[src/rtl/fifo_rd_drain_if.sv]
// FIFO read-port and downstream stream signals of the read-side drain engine.
// The master modport is the drain engine; the slave modport is the FIFO plus sink.
interface fifo_rd_drain_if #(
    parameter int DATA_WIDTH = 8
);
    // FIFO read port (rd_clk domain)
    logic                  f_empty;
    logic [DATA_WIDTH-1:0] fifo_data;
    logic                  enable_rd;

    // downstream valid/ready stream
    logic [DATA_WIDTH-1:0] m_data;
    logic                  m_valid;
    logic                  m_ready;

    modport master (
        input  f_empty,
        input  fifo_data,
        input  m_ready,
        output enable_rd,
        output m_data,
        output m_valid
    );

    modport slave (
        output f_empty,
        output fifo_data,
        output m_ready,
        input  enable_rd,
        input  m_data,
        input  m_valid
    );
endinterface

[src/rtl/fifo_rd_drain.sv]
// Read-side drain engine: pops the FIFO, hides its one-cycle read latency in a
// 2-entry buffer, and streams words downstream with a count and XOR checksum.
module fifo_rd_drain #(
    parameter int DATA_WIDTH = 8,
    parameter int CNT_WIDTH  = 16
) (
    input  logic                  rd_clk,
    input  logic                  reset,
    input  logic                  drain_en,
    fifo_rd_drain_if.master       bus,
    output logic [CNT_WIDTH-1:0]  word_count,
    output logic [DATA_WIDTH-1:0] checksum,
    output logic                  busy
);

    typedef enum logic [1:0] {
        S_IDLE  = 2'd0,
        S_RUN   = 2'd1,
        S_FLUSH = 2'd2
    } state_t;

    state_t                r_state;
    state_t                w_state_nxt;
    logic                  r_inflight;
    logic [1:0]            r_occ;
    logic [DATA_WIDTH-1:0] r_buf [2];
    logic [CNT_WIDTH-1:0]  r_word_count;
    logic [DATA_WIDTH-1:0] r_checksum;

    logic                  w_pop;
    logic                  w_push;
    logic [2:0]            w_credit;
    logic [2:0]            w_limit;
    logic                  w_enable_rd;

    // Handshake and credit: words already owned (buffered + in flight) minus the
    // one leaving this edge must be below 2, so every arrival finds a free slot.
    assign w_pop       = (r_occ != 2'd0) & bus.m_ready;
    assign w_push      = r_inflight;
    assign w_credit    = {1'b0, r_occ} + {2'b00, r_inflight};
    assign w_limit     = 3'd2 + {2'b00, w_pop};
    assign w_enable_rd = (r_state == S_RUN) & ~bus.f_empty & ~reset & (w_credit < w_limit);

    assign bus.enable_rd = w_enable_rd;
    assign bus.m_valid   = (r_occ != 2'd0);
    assign bus.m_data    = r_buf[0];
    assign word_count    = r_word_count;
    assign checksum      = r_checksum;
    assign busy          = (r_state != S_IDLE) | r_inflight | (r_occ != 2'd0);

    // State register.
    always_ff @(posedge rd_clk) begin
        if (reset) begin
            r_state <= S_IDLE;
        end else begin
            r_state <= w_state_nxt;
        end
    end

    // Next-state: FLUSH waits for the pipe and buffer to empty unless drain resumes.
    always_comb begin
        w_state_nxt = r_state;
        case (r_state)
            S_IDLE: begin
                if (drain_en) w_state_nxt = S_RUN;
            end
            S_RUN: begin
                if (!drain_en) w_state_nxt = S_FLUSH;
            end
            S_FLUSH: begin
                if (drain_en)
                    w_state_nxt = S_RUN;
                else if (!r_inflight && (r_occ == 2'd0))
                    w_state_nxt = S_IDLE;
            end
            default: w_state_nxt = S_IDLE;
        endcase
    end

    // Read-latency tracker: a pop issued this edge returns data next cycle.
    always_ff @(posedge rd_clk) begin
        if (reset) begin
            r_inflight <= 1'b0;
        end else begin
            r_inflight <= w_enable_rd;
        end
    end

    // Output buffer, head at entry 0; push and pop on one edge keep FIFO order.
    always_ff @(posedge rd_clk) begin
        if (reset) begin
            r_occ    <= 2'd0;
            r_buf[0] <= '0;
            r_buf[1] <= '0;
        end else begin
            case ({w_push, w_pop})
                2'b10: begin
                    r_buf[r_occ[0]] <= bus.fifo_data;
                    r_occ           <= r_occ + 2'd1;
                end
                2'b01: begin
                    r_buf[0] <= r_buf[1];
                    r_occ    <= r_occ - 2'd1;
                end
                2'b11: begin
                    if (r_occ == 2'd1) begin
                        r_buf[0] <= bus.fifo_data;
                    end else begin
                        r_buf[0] <= r_buf[1];
                        r_buf[1] <= bus.fifo_data;
                    end
                end
                default: begin
                end
            endcase
        end
    end

    // Delivery statistics, updated on every downstream handshake.
    always_ff @(posedge rd_clk) begin
        if (reset) begin
            r_word_count <= '0;
            r_checksum   <= '0;
        end else if (w_pop) begin
            r_word_count <= r_word_count + 1'b1;
            r_checksum   <= r_checksum ^ r_buf[0];
        end
    end

endmodule
[src/flat_wrapper.sv]
// flat-port wrapper written by rule: the top's interface ports become plain ports
module fifo_rd_drain_flat 
#(
    parameter int DATA_WIDTH = 8,
    parameter int CNT_WIDTH  = 16
)
  (rd_clk, reset, drain_en, word_count, checksum, busy, bus_f_empty, bus_fifo_data, bus_m_ready, bus_enable_rd, bus_m_data, bus_m_valid);
  fifo_rd_drain_if #(.DATA_WIDTH(DATA_WIDTH)) bus_i ();
  input  logic rd_clk;
  input  logic reset;
  input  logic drain_en;
  output logic [CNT_WIDTH-1:0] word_count;
  output logic [DATA_WIDTH-1:0] checksum;
  output logic busy;
  input wire logic [$bits(bus_i.f_empty)-1:0] bus_f_empty;
  input wire logic [$bits(bus_i.fifo_data)-1:0] bus_fifo_data;
  input wire logic [$bits(bus_i.m_ready)-1:0] bus_m_ready;
  output wire logic [$bits(bus_i.enable_rd)-1:0] bus_enable_rd;
  output wire logic [$bits(bus_i.m_data)-1:0] bus_m_data;
  output wire logic [$bits(bus_i.m_valid)-1:0] bus_m_valid;
  assign bus_i.f_empty = bus_f_empty;
  assign bus_i.fifo_data = bus_fifo_data;
  assign bus_i.m_ready = bus_m_ready;
  assign bus_enable_rd = bus_i.enable_rd;
  assign bus_m_data = bus_i.m_data;
  assign bus_m_valid = bus_i.m_valid;
  fifo_rd_drain #(.DATA_WIDTH(DATA_WIDTH), .CNT_WIDTH(CNT_WIDTH)) u_core (.rd_clk(rd_clk), .reset(reset), .drain_en(drain_en), .bus(bus_i), .word_count(word_count), .checksum(checksum), .busy(busy));
endmodule
[config.mk]
export PLATFORM = sky130hd
export DESIGN_NAME = fifo_rd_drain_flat
export DESIGN_NICKNAME = d
export VERILOG_FILES = /design/src/rtl/fifo_rd_drain_if.sv /design/src/rtl/fifo_rd_drain.sv /design/src/flat_wrapper.sv
export SDC_FILE = /design/constraint.sdc
export NUM_CORES = 1
export LEC_CHECK = 0
export BUFFER_PORTS_ARGS = -buffer_cell sky130_fd_sc_hd__buf_2
export CELL_PAD_IN_SITES_DETAIL_PLACEMENT = 0
export CELL_PAD_IN_SITES_GLOBAL_PLACEMENT = 2
export CORE_UTILIZATION = 35
export DETAILED_ROUTE_END_ITERATION = 10
export GPL_TIMING_DRIVEN = 0
export HOLD_SLACK_MARGIN = 0.06
export PLACE_DENSITY_LB_ADDON = 0.1
export RECOVER_POWER = 50
export SLEW_MARGIN = 25
export SYNTH_ARGS = -nofsm -noshare
export SYNTH_HDL_FRONTEND = slang
export SYNTH_SLANG_ARGS = --single-unit
export TNS_END_PERCENT = 100
[constraint.sdc]
create_clock -name rd_clk -period 4.4 [get_ports rd_clk]
set_input_delay 0.88 -clock rd_clk [delete_from_list [all_inputs] [get_ports rd_clk]]
set_output_delay 0.88 -clock rd_clk [all_outputs]
set_load 0.005 [all_outputs]
# [Word level (Yosys, flattened, before mapping)]
# Memories as Yosys holds them, arrays and structs flattened.
# Index checks and enable logic that the tools add are counted.
[totals] reg_bits=29 ram_bits=16 input_bits=13 output_inout_bits=35 elab_cells=72 n_memories=1
[mem_list] memory="u_core.r_buf" depth=2 width=8 rd=2 rd_clocked_by_memory_dff=0 write_ports=2 line="fifo_rd_drain.sv:26" rtl="logic [DATA_WIDTH-1:0] r_buf [2];"
[classes] n_addsub=5 order_cmp=1 n_eq_ne=9 muxes=29 bitwise=13 reduce_logical=9
[op_table] operator="$mux W8" count=5
[op_table] operator="$mux W1" count=18
[op_table] operator="$add A16 B1 Y16 const B" count=1
[op_table] operator="$mux W2" count=4
[op_table] operator="$reduce_or A8 Y1" count=1
[op_table] operator="$xor A8 B8 Y8" count=1
[op_table] operator="$eq A2 B1 Y1 const B" count=3
[op_table] operator="$eq A2 B2 Y1 const B" count=3
[op_table] operator="$or A1 B1 Y1" count=6
[op_table] operator="$pmux W2 S3" count=1
[op_table] operator="$reduce_bool A2 Y1" count=3
[op_table] operator="$and A1 B1 Y1" count=4
[op_table] operator="$logic_not A2 Y1" count=2
[op_table] operator="$ne A2 B2 Y1 const B" count=2
[op_table] operator="$pmux W2 S2" count=1
[op_table] operator="$add A2 B1 Y3" count=1
[op_table] operator="$add A2 B1 Y3 const A" count=1
[op_table] operator="$lt A3 B3 Y1" count=1
[op_table] operator="$ne A3 B2 Y1 const B" count=1
[op_table] operator="$reduce_and A3 Y1" count=1
[op_table] operator="$add A2 B1 Y2 const B" count=1
[op_table] operator="$not A1 Y1" count=2
[op_table] operator="$sub A2 B1 Y2 const B" count=1
[op_table] operator="$logic_and A1 B1 Y1" count=1
[op_table] operator="$logic_not A1 Y1" count=1

# [Depth between registers and ports, before layout]
# Gate-level depths: netlist (run 1).
[logic_depth] depth_word=10 mapped_depth=11 depth_no_buf=9

# [Worst setup path before layout (run 1)]
# Ideal clock, no wire load.
[synth_path] path_type="input to register" start="in bus_m_ready" end="mem u_core.r_buf[0][0], enable pin" setup_ns=0.337 arrival_ns=2.119 required_time_ns=4.063 setup_slack_ns=1.945 cell_stages=7 n_path_buf=2 path_cell_list="nor2b_1 buf_8 inv_1 ha_1 or3b_1 buf_2 nand3_1"
[synth_rtl] item="from (decl)" line="flat_wrapper.sv:17" rtl="input wire logic [$bits(bus_i.m_ready)-1:0] bus_m_ready;"
[synth_rtl] item="to (decl)" line="fifo_rd_drain.sv:26"

==> results of run 1 <==
critical path, delay by kind of cell (launching register included):
family                   cells  cell delay, ns
flip-flops                   1            0.48
AO/OA/AOI/OAI                2            0.26
adder cells (fa/ha/maj)      2            0.55
buffers and inverters        4            1.20
AND/OR/NAND/NOR              3            0.38
cells by family after synthesis:
group                      Yosys count  synth area share (%)
AOI/OAI and AO/OA                   27                  7.70
xor gates and xnor gates            23                  9.84
adders and majority gates            8                  4.89
buffers and inverters               17                  4.16
DFF                                 45                  51.8
and+or+nand+nor                     86                  21.6
flip-flops by register name, summed over array words and instances, names as in the netlist:
signal and count:
u_core.word_count 16, u_core.checksum 8, u_core.r_state 2, u_core.r_buf 16, u_core.r_occ 2, u_core.r_inflight 1
cell type report:
class / count / area, um2 / area share (%)
multi-input cells: 144 / 888 / 36.0
repair buffers: 47 / 223 / 9.02
plain buffers: 9 / 42.5 / 1.72
clock inverters: 3 / 65.1 / 2.64
inverters: 8 / 30.0 / 1.22
well taps: 72 / 90.1 / 3.65
clock buffers: 5 / 68.8 / 2.79
flip-flops and latches: 45 / 1060 / 43.0
Yosys cell counts, types with 3 or more instances:
cell type	instances	area, um2
nand4_1	7	43.8
clkbuf_1	4	15.0
nor2_1	33	124
ha_1	8	100
a21oi_1	11	55.1
nand3_1	3	15.0
o21ai_0	10	50.1
nand2_1	16	60.1
dfxtp_1	29	581
xor2_1	21	184
and2_1	11	68.8
inv_1	8	30.0
edfxtp_1	16	480
metal layers:
metal  vias up  track usage, %
li1        799               -
met1       726            18.6
met2        30            23.9
met3         9            3.14
met4         0            6.67
met5         -               0
worst min-delay path by stage:
stage | from | to | slack [ns] | cells after the start
after floorplan | u_core.word_count[15] | u_core.word_count[15] | 0.47 | 2
after global placement | u_core.word_count[15] | u_core.word_count[15] | 0.47 | 2
after detailed placement | u_core.word_count[15] | u_core.word_count[15] | 0.48 | 2
after CTS | u_core.word_count[15] | u_core.word_count[15] | 0.49 | 2
after global routing | u_core.word_count[15] | u_core.word_count[15] | 0.52 | 2
final | u_core.word_count[15] | u_core.word_count[15] | 0.48 | 2
power by group:
part	switching [mW]	internal, mW	leakage, nW	total (mW)
sequential	0.0321	0.484	0.401	0.516
clock	0.147	0.225	0.0643	0.373
combinational	0.125	0.0912	0.581	0.216
total	0.305	0.800	1.05	1.10
metrics by stage:
stage | utilization [%] | hold slack (ns) | std cells | worst slack [ns]
after global routing | 44.3 | 0.515 | 333 | 0.868
after global placement | 42.6 | 0.466 | 325 | 1.47
final | 44.3 | 0.483 | 333 | 1.26
after CTS | 45.0 | 0.492 | 333 | 1.53
after floorplan | - | 0.468 | 206 | 1.94
after detailed placement | 42.6 | 0.478 | 325 | 1.48
cell usage in the layout (no fill, tap or decap), types with 4 or more instances in the layout:
cell type | Yosys | routed
xor2_1 | 21 | 21
nor2_1 | 33 | 33
a21oi_1 | 11 | 11
inv_1 | 8 | 8
buf_2 | 2 | 38
nand3_1 | 3 | 4
nand2_1 | 16 | 16
nand4_1 | 7 | 7
edfxtp_1 | 16 | 16
and2_1 | 11 | 10
dfxtp_1 | 29 | 29
ha_1 | 8 | 8
o21ai_0 | 10 | 10
clkbuf_1 | 4 | 17
clkbuf_8 | 0 | 5
==> run_results.csv, run 1 <==
group,metric,value,unit
synthesis,yosys_warnings,0,
placement,dp_hpwl,3020,um
routing,wl_met2,1920,um
floorplanning,core_area,0.00557,mm2
cts,cts.sinks,45,
routing,antenna_left,0,
cts,cts_hold_buf,0,
timing,relSlewSlack,63.1,%
critical_path,reg2reg_to,"u_core.r_buf[0][0]",
cts,max-clock-path-buffers,2,
routing,drtIter0Drc,41,
timing,setup_tns,0,ns
synthesis,yosysSeqAreaShare,51.8,%
timing,fin_skew,0.00358,ns
synthesis,async_flop_share,0,%
finish,nFillCells,591,
pwr,power,1.10,mW
floorplanning,rows,27,
routing,wl_met3,156,um
critical_path,timing.rr.start,"u_core.r_occ[0]",
finish,nNetsFinal,281,
global_routing,grt_max_degree,15,
critical_path,cpMostUsedCell,"clkbuf_1",
critical_path,r2r_slack,1.26,ns
timing,setup_viol,0,
critical_path,cp.arrival,3.19,ns
timing,post-route-period-util,71.4,%
routing,wirelength,4120,um
synthesis,avgSynthCellArea,9.94,um2
run,drv_cap,0,
finish,final_cell_area,0.00247,mm2
critical_path,worstSetupEndpoint,"u_core.r_buf[0][0]",
pwr,ir_drop,169,uV
cts,ctsResizeCount,0,
timing,clock.fmax,318,MHz
routing,drt_drc_violations_left,0,
routing,vias_per_cell,4.70,
floorplanning,initial_core_util,36.7,%
pwr,leakage,1.05,nW
outcome,status,"finished, final reports clean",
critical_path,path_max_fanout,11,
placement,postPlaceCellArea,0.00237,mm2
global_routing,grt_overflow_total,0,
critical_path,critPathLaunchType,"flop",
timing,tightest_slew,0.554,ns
routing,drt-met1-wl,1980,um
synthesis,synth_cell_types,36,
critical_path,max_stage_delay,0.49,ns
floorplanning,die_y,78.5,um
global_routing,grt_usage,14.7,%
floorplanning,ios,48,
timing,slew_viol_final,0,
critical_path,worst-r2r-cell-count,11,
synthesis,synth_nets,227,
global_routing,antenna_found_initial,0,
finish,layout-drive-gt1-share,19.2,%
synthesis,syn_area,0.00205,mm2
critical_path,crit_required,4.45,ns
routing,dr.pass1.iters,4,
hold_path,hold_class,"reg2reg",
critical_path,startpoint,"u_core.r_occ[0]",
floorplanning,die_x,78.5,um
timing,grt_setup_unrepaired,"no",
routing,wl_per_cell,12.4,um
cts,path_clk_slew,0.09,ns
synthesis,synth_edf_count,16,
global_routing,first_global_vias,1433,
cts,cts_tree,"done",
critical_path,endpoint_kind,"flop",
cts,numCtsBuffers,5,
cts,cts-htree-levels,2,
routing,num_vias,1564,
placement,portBuffers,47,
timing,period_needed,3.14,ns
synthesis,synth_ff_type,"dfxtp_1",
critical_path,path_cells,"inv_1 > ha_1 > nor2b_1 > clkbuf_1 > clkbuf_1 > ha_1 > and2_0 > clkbuf_1 > a21boi_2 > nor2_1 > a21oi_1",
cts,cts_setup_buffers,0,
synthesis,ys_seq_elements,45,
global_routing,grt_pass1_wl,6910,um
pwr,powerDensity,448,mW/mm2
cts,clock_latency,0.30,ns
finish,syn_to_final_growth,20.6,%
critical_path,cp_slowest_cell,"clkbuf_1",
floorplanning,dieArea,0.00616,mm2
cts,cts_root_buf,"clkbuf_8",
placement,routabilityCongestion,0.668,
routing,top_layer,"met4",
finish,diodes,0,
timing,hold_viol_final,0,
critical_path,criticalPathCategory,"reg2reg",
synthesis,syn_inst,206,
Note: power is estimated with default switching activity, not from simulation.
==> run 2: changes to the inputs <==
Settings changed: CORE_UTILIZATION 35 to 32.
Clock period 4.4 ns to 3.1 ns, I/O delays scaled along.
==> run_results.csv, run 2 (synthesis results as in run 1) <==
group,metric,value,unit
cts,cts_tree,"done",
routing,drt_drc_violations_left,0,
finish,layout-drive-gt1-share,14.2,%
cts,cts_root_buf,"clkbuf_8",
critical_path,path_max_fanout,11,
cts,ctsResizeCount,0,
finish,post-route-util,39.8,%
timing,period_needed,2.76,ns
critical_path,cp.arrival,2.80,ns
global_routing,grt_pass1_wl,6890,um
critical_path,critPathLaunchType,"flop",
global_routing,grtUsageMet3,3.11,%
floorplanning,core_area,0.00606,mm2
timing,clock.fmax,363,MHz
timing,grt_setup_unrepaired,"no",
routing,drtIter0Drc,67,
finish,final_common_cell,"nor2_1",
global_routing,grt_max_degree,14,
routing,num_vias,1503,
floorplanning,ios,48,
timing,tightest_slew,0.503,ns
placement,routabilityCongestion,0.692,
outcome,status,"finished, final reports clean",
critical_path,crit_required,3.14,ns
cts,cts_hold_buf,0,
floorplanning,die_x,82.0,um
global_routing,grt.busiest_layer,"met2",
run,drv_cap,0,
global_routing,grt_usage,13.7,%
timing,fin_skew,0.00515,ns
floorplanning,die_y,82.0,um
cts,path_clk_slew,0.08,ns
routing,vias_per_cell,4.49,
cts,clock_latency,0.29,ns
global_routing,met1_usage,18.1,%
global_routing,grtUsageMet2,21.8,%
finish,syn_to_final_growth,17.8,%
placement,dp_hpwl,3070,um
pwr,ir_drop,206,uV
routing,antenna_left,0,
cts,cts_setup_buffers,0,
floorplanning,dieArea,0.00672,mm2
critical_path,criticalPathCategory,"reg2reg",
timing,slew_viol_final,0,
placement,postPlaceCellArea,0.00238,mm2
finish,nNetsFinal,281,
timing,setup_viol,0,
cts,cts.sinks,45,
cts,numCtsBuffers,5,
timing,relSlewSlack,66.3,%
pwr,leakage,0.979,nW
cts,cts-htree-levels,2,
critical_path,endpoint_kind,"flop",
global_routing,first_global_vias,1423,
finish,final_cell_area,0.00241,mm2
finish,diodes,0,
floorplanning,rows,28,
finish,layout_common_cells,"33 x nor2_1, 29 x clkbuf_1, 29 x dfxtp_1, 26 x buf_2, 21 x xor2_1",
routing,wirelength,4300,um
pwr,power,1.40,mW
floorplanning,initial_core_util,33.8,%
routing,wl_per_cell,12.8,um
global_routing,grt_overflow_total,0,
hold_path,hold_class,"reg2reg",
cts,max-clock-path-buffers,2,
timing,post-route-period-util,88.9,%
placement,portBuffers,47,
timing,hold_viol_final,0,
timing,setup_tns,0,ns
pwr,powerDensity,582,mW/mm2
global_routing,antenna_found_initial,0,
routing,dr.pass1.iters,4,
[run 2: cell types whose count changed in the layout (fill, tap and decap cells not counted)]
cell,previous run,this run
buf_2,38,26
buf_8,0,1
clkinv_2,0,1
clkinvlp_2,1,0
clkbuf_1,17,29
bufinv_16,2,0
[run 2: through the flow]
stage	std cells	worst slack [ns]	hold slack (ns)
after floorplan	206	0.863	0.468
after global placement	328	0.260	0.469
after detailed placement	328	0.314	0.475
after CTS	335	0.285	0.482
after global routing	335	0.0344	0.496
final	335	0.344	0.488
[run 2: power by group]
part           total, mW  switching [mW]  internal, mW
clock              0.348           0.195         0.154
combinational      0.320           0.183         0.137
sequential         0.735          0.0483         0.687
total               1.40           0.426         0.978
[run 2: path summary, 6_finish.rpt]
check,start,to,cells after the start,slack [ns]
max,u_core.r_occ[0],u_core.r_buf[0][2],11,0.34
min,u_core.word_count[15],u_core.word_count[15],2,0.49
max reg2reg,u_core.r_occ[0],u_core.r_buf[0][2],11,0.34
min reg2reg,u_core.word_count[15],u_core.word_count[15],2,0.49
[run 2: final cells by class]
cell class,instances,area [um2]
Sequential cell,45,1060
Fill cell,634,3650
Multi-Input combinational cell,144,888
Inverter,8,30.0
Clock buffer,6,72.6
Clock inverter,1,5.00
Tap cell,75,93.8
Timing Repair Buffer,47,206
Buffer,9,55.1
[run 2: per-layer routing]
| layer | up-vias | part of all wire (%) |
|---|---|---|
| li1 | 803 | - |
| met1 | 661 | 50 |
| met2 | 34 | 44 |
| met3 | 5 | 4.6 |
| met4 | 0 | 1.1 |
| met5 | - | 0 |
[run 2: worst max-delay path: stages (launching register included)]
cell	delay [ns]
dfxtp_1	0.48
inv_1	0.08
ha_1	0.26
nor2b_1	0.19
buf_8	0.15
buf_2	0.26
ha_1	0.24
and2_0	0.13
clkbuf_1	0.31
a21boi_2	0.21
nor2_1	0.15
a21oi_1	0.05
==> run 3: changes to the inputs <==
Settings changed: CORE_ASPECT_RATIO set to 0.7.
==> run_results.csv, run 3 (synthesis results as in run 1) <==
group,metric,value,unit
outcome,status,"finished, final reports clean",
routing,vias_per_cell,4.63,
critical_path,worst-path-buf-inv,4,
floorplanning,dieArea,0.00673,mm2
cts,clock_latency,0.30,ns
global_routing,grt_usage,15.0,%
critical_path,max_stage_delay,0.48,ns
timing,slew_viol_final,0,
cts,cts_setup_buffers,0,
routing,dr.pass1.iters,4,
global_routing,grt_max_degree,15,
finish,layout_common_cells,"33 x nor2_1, 30 x buf_2, 29 x dfxtp_1, 24 x clkbuf_1, 21 x xor2_1",
cts,max-clock-path-buffers,2,
critical_path,endpoint_kind,"flop",
critical_path,cpMostUsedCell,"ha_1",
cts,path_clk_slew,0.09,ns
timing,post-route-period-util,89.5,%
placement,dp_hpwl,3310,um
critical_path,critPathLaunchType,"flop",
cts,cts.sinks,45,
cts,numCtsBuffers,5,
critical_path,worst-r2r-cell-count,11,
finish,final_common_cell,"nor2_1",
routing,antenna_left,0,
critical_path,cp_slowest_cell,"dfxtp_1",
finish,layout-drive-gt1-share,16.1,%
global_routing,grt_overflow_total,0,
placement,portBuffers,47,
cts,cts_tree,"done",
routing,wirelength,4710,um
floorplanning,rows,23,
critical_path,path_max_fanout,11,
pwr,ir_drop,179,uV
placement,routabilityCongestion,0.700,
timing,setup_tns,0,ns
critical_path,criticalPathCategory,"reg2reg",
critical_path,crit_required,3.14,ns
timing,clock.fmax,360,MHz
floorplanning,ios,48,
global_routing,antenna_found_initial,0,
hold_path,holdPathStages,2,
timing,grt_setup_unrepaired,"no",
pwr,power,1.44,mW
global_routing,grt_pass1_wl,7490,um
routing,wl_per_cell,14.0,um
finish,diodes,0,
timing,hold_viol_final,0,
run,drv_cap,0,
cts,cts_root_buf,"clkbuf_8",
timing,tightest_slew,0.622,ns
timing,period_needed,2.78,ns
cts,cts-htree-levels,2,
critical_path,cp_top_family,"buffers and inverters",
timing,fin_skew,0.00921,ns
global_routing,first_global_vias,1413,
cts,cts_hold_buf,0,
finish,final_cell_area,0.00243,mm2
placement,postPlaceCellArea,0.00238,mm2
floorplanning,initial_core_util,34.5,%
floorplanning,core_area,0.00593,mm2
timing,setup_viol,0,
routing,num_vias,1556,
timing,relSlewSlack,58.5,%
cts,ctsResizeCount,0,
routing,drtIter0Drc,50,
routing,drt_drc_violations_left,0,
finish,syn_to_final_growth,18.5,%
pwr,leakage,0.998,nW
floorplanning,die_x,97.6,um
pwr,powerDensity,592,mW/mm2
hold_path,hold_class,"in2reg",
critical_path,path_depth,11,
finish,nNetsFinal,281,
critical_path,path_cells,"inv_1 > ha_1 > nor2b_1 > buf_8 > buf_2 > ha_1 > and2_0 > clkbuf_1 > a21boi_2 > nor2_1 > a21oi_1",
critical_path,cp.arrival,2.82,ns
floorplanning,die_y,68.9,um
-- run 3: cell count changes in the layout (fill, tap and decap cells not counted) --
cell	change
clkbuf_1	-5
buf_2	+4
clkinv_1	+1
clkinv_4	+1
-- run 3: routing by layer --
metal	track usage, %	share of wire (%)	vias up
met2	19.2	37	33
li1	-	-	801
met5	0	0	-
met3	4.33	5.1	5
met4	5.51	1.3	0
met1	22.9	56	717
-- run 3: where the power goes --
part | leakage [nW] | switching [mW] | internal (mW)
Clock | 0.0455 | 0.212 | 0.156
Combinational | 0.551 | 0.190 | 0.142
Sequential | 0.401 | 0.0477 | 0.687
-- run 3: final cells by class --
cell class	count	area [um2]
inverter	8	30.0
tap	75	93.8
buffer	9	55.1
clock buffer	5	68.8
timing repair buffer	47	211
multi-input combinational	144	888
clock inverter	3	17.5
sequential	45	1060
fill	628	3500
-- run 3: per-stage QoR --
stage          setup slack (ns)  util, %  cells  hold slack [ns]
2_1_floorplan             0.863        -    206            0.468
3_3_place_gp              0.277     40.1    328            0.473
3_5_place_dp              0.271     40.1    328            0.489
4_1_cts                   0.269     41.5    336            0.475
5_1_grt                  0.0277     40.9    336            0.489
6_report                  0.324     40.9    336            0.483
-- run 3: path summary, 6_finish.rpt --
path                            slack, ns                  start               endpoint
worst max-delay path                 0.32        u_core.r_occ[0]     u_core.r_buf[0][7]
worst min-delay path                 0.48               drain_en      u_core.r_state[1]
worst max register to register       0.32        u_core.r_occ[0]     u_core.r_buf[0][7]
worst min register to register       0.50  u_core.word_count[15]  u_core.word_count[15]
